[config.mk]
export PLATFORM = sky130hd
export DESIGN_NAME = shift_lfsr8
export DESIGN_NICKNAME = d
export VERILOG_FILES = /design/src/rtl/shift_lfsr8_pkg.sv /design/src/rtl/btn_debounce.sv /design/src/rtl/shift_lfsr8.sv
export SDC_FILE = /design/constraint.sdc
export NUM_CORES = 1
export LEC_CHECK = 0
export ABC_AREA = 1
export CORE_ASPECT_RATIO = 1.25
export CORE_MARGIN = 4
export CORE_UTILIZATION = 56
export DETAILED_ROUTE_END_ITERATION = 8
export MAX_ROUTING_LAYER = met4
export PLACE_DENSITY = 0.95
export SYNTH_ARGS = -nofsm -noshare
export SYNTH_HDL_FRONTEND = slang
export SYNTH_SLANG_ARGS = --single-unit
[constraint.sdc]
create_clock -name clk -period 2.1 [get_ports clk]
set_input_delay 0.42 -clock clk [delete_from_list [all_inputs] [get_ports clk]]
set_output_delay 0.42 -clock clk [all_outputs]
set_load 0.02 [all_outputs]
[src/rtl/shift_lfsr8_pkg.sv]
// rtl/shift_lfsr8_pkg.sv - operation encodings and LFSR constants for shift_lfsr8
package shift_lfsr8_pkg;

   typedef enum logic [2:0] {
      OP_CLR  = 3'd0,
      OP_LOAD = 3'd1,
      OP_SRL  = 3'd2,
      OP_SLL  = 3'd3,
      OP_SRA  = 3'd4,
      OP_SIN  = 3'd5,
      OP_ROR  = 3'd6,
      OP_LFSR = 3'd7
   } op_e;

   localparam logic [7:0] LFSR_TAPS   = 8'b0001_1101;
   localparam logic [7:0] LFSR_ESCAPE = 8'h01;

   // The all-zero state is a fixed point of the feedback, so it is forced out.
   function automatic logic [7:0] lfsr_next(input logic [7:0] cur);
      if (cur == 8'h00) begin
         return LFSR_ESCAPE;
      end
      return {^(cur & LFSR_TAPS), cur[7:1]};
   endfunction

endpackage

[src/rtl/btn_debounce.sv]
// rtl/btn_debounce.sv - button synchroniser, debouncer and press pulse generator
module btn_debounce #(
   parameter int DEBOUNCE_CYCLES = 1000000
) (
   input  logic clk,
   input  logic rst,
   input  logic btn,
   output logic rise_o
);

   localparam int CW = (DEBOUNCE_CYCLES > 1) ? $clog2(DEBOUNCE_CYCLES) : 1;
   localparam logic [CW-1:0] CNT_LAST = CW'(DEBOUNCE_CYCLES - 1);

   logic          s1_q, s1_d;
   logic          s2_q, s2_d;
   logic          level_q, level_d;
   logic [CW-1:0] cnt_q, cnt_d;
   logic          rise_q, rise_d;

   always_comb begin
      s1_d    = btn;
      s2_d    = s1_q;
      level_d = level_q;
      cnt_d   = '0;
      rise_d  = 1'b0;
      // The count only survives while the synchronised input disagrees with the accepted level.
      if (s2_q != level_q) begin
         if (cnt_q == CNT_LAST) begin
            level_d = s2_q;
            rise_d  = s2_q;
         end else begin
            cnt_d = cnt_q + 1'b1;
         end
      end
   end

   always_ff @(posedge clk) begin
      if (rst) begin
         s1_q    <= 1'b0;
         s2_q    <= 1'b0;
         level_q <= 1'b0;
         cnt_q   <= '0;
         rise_q  <= 1'b0;
      end else begin
         s1_q    <= s1_d;
         s2_q    <= s2_d;
         level_q <= level_d;
         cnt_q   <= cnt_d;
         rise_q  <= rise_d;
      end
   end

   assign rise_o = rise_q;

endmodule

[src/rtl/shift_lfsr8.sv]
// rtl/shift_lfsr8.sv - 8-bit shift/LFSR register stepped by a debounced button
module shift_lfsr8
   import shift_lfsr8_pkg::*;
#(
   parameter int          DEBOUNCE_CYCLES = 1000000,
   parameter logic [7:0]  RESET_VALUE     = 8'h00
) (
   input  logic       clk,
   input  logic       rst,
   input  logic       btn,
   input  logic [2:0] op,
   input  logic [7:0] din,
   input  logic       sin,
   output logic [7:0] q,
   output logic [3:0] nib_hi,
   output logic [3:0] nib_lo,
   output logic       step_o
);

   logic [7:0] q_q, q_d;
   logic       step;

   btn_debounce #(
      .DEBOUNCE_CYCLES(DEBOUNCE_CYCLES)
   ) u_debounce (
      .clk   (clk),
      .rst   (rst),
      .btn   (btn),
      .rise_o(step)
   );

   always_comb begin
      q_d = q_q;
      if (step) begin
         case (op)
            OP_CLR:  q_d = 8'h00;
            OP_LOAD: q_d = din;
            OP_SRL:  q_d = {1'b0, q_q[7:1]};
            OP_SLL:  q_d = {q_q[6:0], 1'b0};
            OP_SRA:  q_d = {q_q[7], q_q[7:1]};
            OP_SIN:  q_d = {sin, q_q[7:1]};
            OP_ROR:  q_d = {q_q[0], q_q[7:1]};
            OP_LFSR: q_d = lfsr_next(q_q);
         endcase
      end
   end

   always_ff @(posedge clk) begin
      if (rst) begin
         q_q <= RESET_VALUE;
      end else begin
         q_q <= q_d;
      end
   end

   assign q      = q_q;
   assign nib_hi = q_q[7:4];
   assign nib_lo = q_q[3:0];
   assign step_o = step;

endmodule

==> metrics.txt <==
Syn Area/Cell 7.14 µm²; power per cell area 466 nW/µm²; max incr delay on CP 0.66 ns; Synth Area in XOR/XNOR 4.83%; CTS max path bufs 2; DRT antenna net count 0; Clock Skew 0.00678 ns; TritonCTS Sinks 32; CP Max Fanout 7; row cnt 22; synth warn 0; leading cell types by total area after synthesis dfxtp_1 (35%), nand2_1 (13%), nor2_1 (7.5%), inv_1 (6.0%), a21oi_1 (4.1%); Max Fclk 524 MHz; final-layout fill cell count 249; share of the synthesized area in the top cell type 35.3%; Crit-path slowest cell clkdlybuf4s50_1; multi-input logic area 972 µm²; Post-DP Area 2090 µm²; Crit Path Class reg -> out; Mapped Area 1810 µm²; die area 4220 µm²; CTS tree built; FF-to-FF setup slack 0.37 ns; Starting Density 59.9%; num ports 32; post_cts resized 0; Max-Cap Viols 0; Reg area 641 µm²; asr flop ratio synth 0%; Die Wd 58.9 µm; Least-Margin Pin Slew 0.469 ns; share of cells above drive strength 1 9.93%; gr usage total 21.3%; Max H-tree Level 2; Synth Area in Simple Gates 35.4%; Die Ht 71.6 µm; sink of the worst hold path u_debounce.s2_q$_SDFF_PP0_; routability-driven placement congestion ratio 0.967; CP delay by family, top buffers and inverters; post-detailed-route DRC marker count 0; I/O Buffers 31; critical path cell sequence clkdlybuf4s50_1; Max-Slew Margin vs Limit 68.6%; Nets 299; setup_tns 0 ns; worst path bufs/invs 1; maximum VDD drop 426 µV; fin crit share 90.8%; outcome finished, final reports clean; Cells after Synth 254; dpl hpwl 2900 µm; Synth cell types 32; Slew Viols, Final 0; Synth Area in Compound Gates 12.0%; WL per Instance 12.1 µm; DR vias 1716; register area share after synthesis 35.3%; Yosys reg bits 32; drt pass-1 iters 4; CTS Buf Count 5; worst reg2reg path depth 6; largest family of logic cells by synthesized area simple AND/OR/NAND/NOR gates; minimum clock period 1.91 ns; Post-synth top flop dfxtp_1; CTS Root Cell clkbuf_4; Setup crit end kind primary output; hold path cells 2; Hold Vio Cnt, Final 0; grt total ovfl 0; clk_lat worst skew 0.33 ns; CP required 1.68 ns; Placeable Area 3030 µm²; ANT cells 0; net count after synthesis 271; hold_sp u_debounce.s1_q$_SDFF_PP0_; first-pass GRT wire length 6880 µm; worst reg2reg endpoint u_debounce.cnt_q[11]$_SDFF_PP0_; RSZ-0062 raised after global routing no; CP Launch Type flip-flop; largest net degree at the start of global routing 21; final setup fails 0; hold buffer count at CTS 0; number of flops mapped to enable cells by yosys 0; Hold Path Class reg -> reg; Synth area leader dfxtp_1; initial antenna violation count 0; Worst Path Arrival 1.49 ns; Post CTS Setup Buffer Count 0; Adder-Cell Fraction of Synth Area 1.38%; Static Leak 0.733 nW; routed vias/inst 5.40; Iter 0 DRT Violations 142; final instance area 2140 µm²; WL final 3840 µm; Worst-path clk slew 0.09 ns; vias in the first global route 1705; mux contribution to synthesized area 0%; Syn-to-layout area delta 17.9%; reg2reg start u_debounce.cnt_q[0]$_SDFF_PP0_
==> metrics by stage <==
step | std cells | worst slack [ns] | util (%) | total power [mW] | hold WS [ns]
after floorplan | 254 | 0.685 | - | 0.652 | 0.388
final | 318 | 0.193 | 70.6 | 0.996 | 0.407
after detailed placement | 311 | 0.131 | 69.1 | 0.688 | 0.398
after CTS | 318 | 0.173 | 70.6 | 1.01 | 0.411
after global routing | 318 | 0.126 | 70.6 | 1.05 | 0.422
after global placement | 311 | 0.240 | 69.1 | 0.687 | 0.388
==> cell usage in the layout, fill, tap and decap left out, drive strengths merged, types with 2 or more instances in the layout <==
master	synthesis	final
xnor2	3	3
xor2	7	7
o21ai	7	7
or2	4	4
buf	11	2
nand2	63	63
a22oi	3	3
ha	2	2
clkdlybuf4s50	0	31
dfxtp	32	32
clkbuf	1	6
o221ai	3	3
a21oi	20	20
nor3	9	9
nand4	6	6
nor2	40	40
nand3	11	11
inv	29	29
o211ai	2	2
==> flip-flops by register name (all words and copies together) (netlist names) <==
signal,flops
u_debounce.cnt_q,20
q,8
u_debounce.level_q,1
u_debounce.rise_o,1
u_debounce.s1_q,1
u_debounce.s2_q,1
==> cell usage after synthesis, types with 3 or more instances <==
master    count
nor3_2        4
nand4_1       4
xnor2_1       3
nand2_1      62
o221ai_1      3
o21ai_0       7
a22oi_1       3
inv_1        29
buf_4         8
xor2_1        7
a21oi_2       5
nor3_1        4
nor2_1       36
nand3_1       9
dfxtp_1      32
a21oi_1      15
==> final cells by class <==
type / count / area share (%)
inverter: 29 / 5.09
tap: 36 / 2.11
timing repair buffer: 33 / 15.2
clock buffer: 6 / 1.93
clock inverter: 1 / 0.234
sequential: 32 / 30.0
multi-input combinational: 181 / 45.5
==> worst reg2reg max path: cells and delay by family (launching register included) <==
kind | cells | cell delay, ns
DFF | 1 | 0.38
and+or+nand+nor | 5 | 1.00
adders and majority gates | 1 | 0.23
==> how the worst max path moves through the flow <==
| stage | endpoint | depth (start not counted) | slack [ns] | from |
|---|---|---|---|---|
| after floorplan | q[7]$_SDFFE_PP0P_ | 6 | 0.69 | q[2]$_SDFFE_PP0P_ |
| after detailed placement | q[0]$_SDFFE_PP0P_ | 8 | 0.13 | op[1] |
| after CTS | nib_lo[0] | 1 | 0.17 | q[0]$_SDFFE_PP0P_ |
| after global routing | nib_lo[0] | 1 | 0.13 | q[0]$_SDFFE_PP0P_ |
| after global placement | q[0]$_SDFFE_PP0P_ | 8 | 0.24 | op[2] |
| final | nib_lo[0] | 1 | 0.19 | q[0]$_SDFFE_PP0P_ |
==> kinds of logic after synthesis <==
| kind of cell | after synthesis |
|---|---|
| and+or+nand+nor | 134 |
| buffers and inverters | 41 |
| AOI/OAI and AO/OA | 35 |
| DFF | 32 |
| xor gates and xnor gates | 10 |
| adders and majority gates | 2 |
==> where the power goes <==
| group | switching [mW] | internal, mW | total [mW] |
|---|---|---|---|
| combinational | 0.0323 | 0.0323 | 0.0646 |
| clock | 0.198 | 0.123 | 0.321 |
| sequential | 0.00129 | 0.609 | 0.610 |
| total | 0.232 | 0.764 | 0.996 |
==> layer usage <==
layer,up-vias,track usage (%),share of wire [%]
met3,8,5.95,6.9
met1,791,21.8,41
met5,-,-,0
met4,0,9.07,2.1
li1,861,-,-
met2,56,37.0,50
No activity file was read; power rests on OpenSTA's default activity.
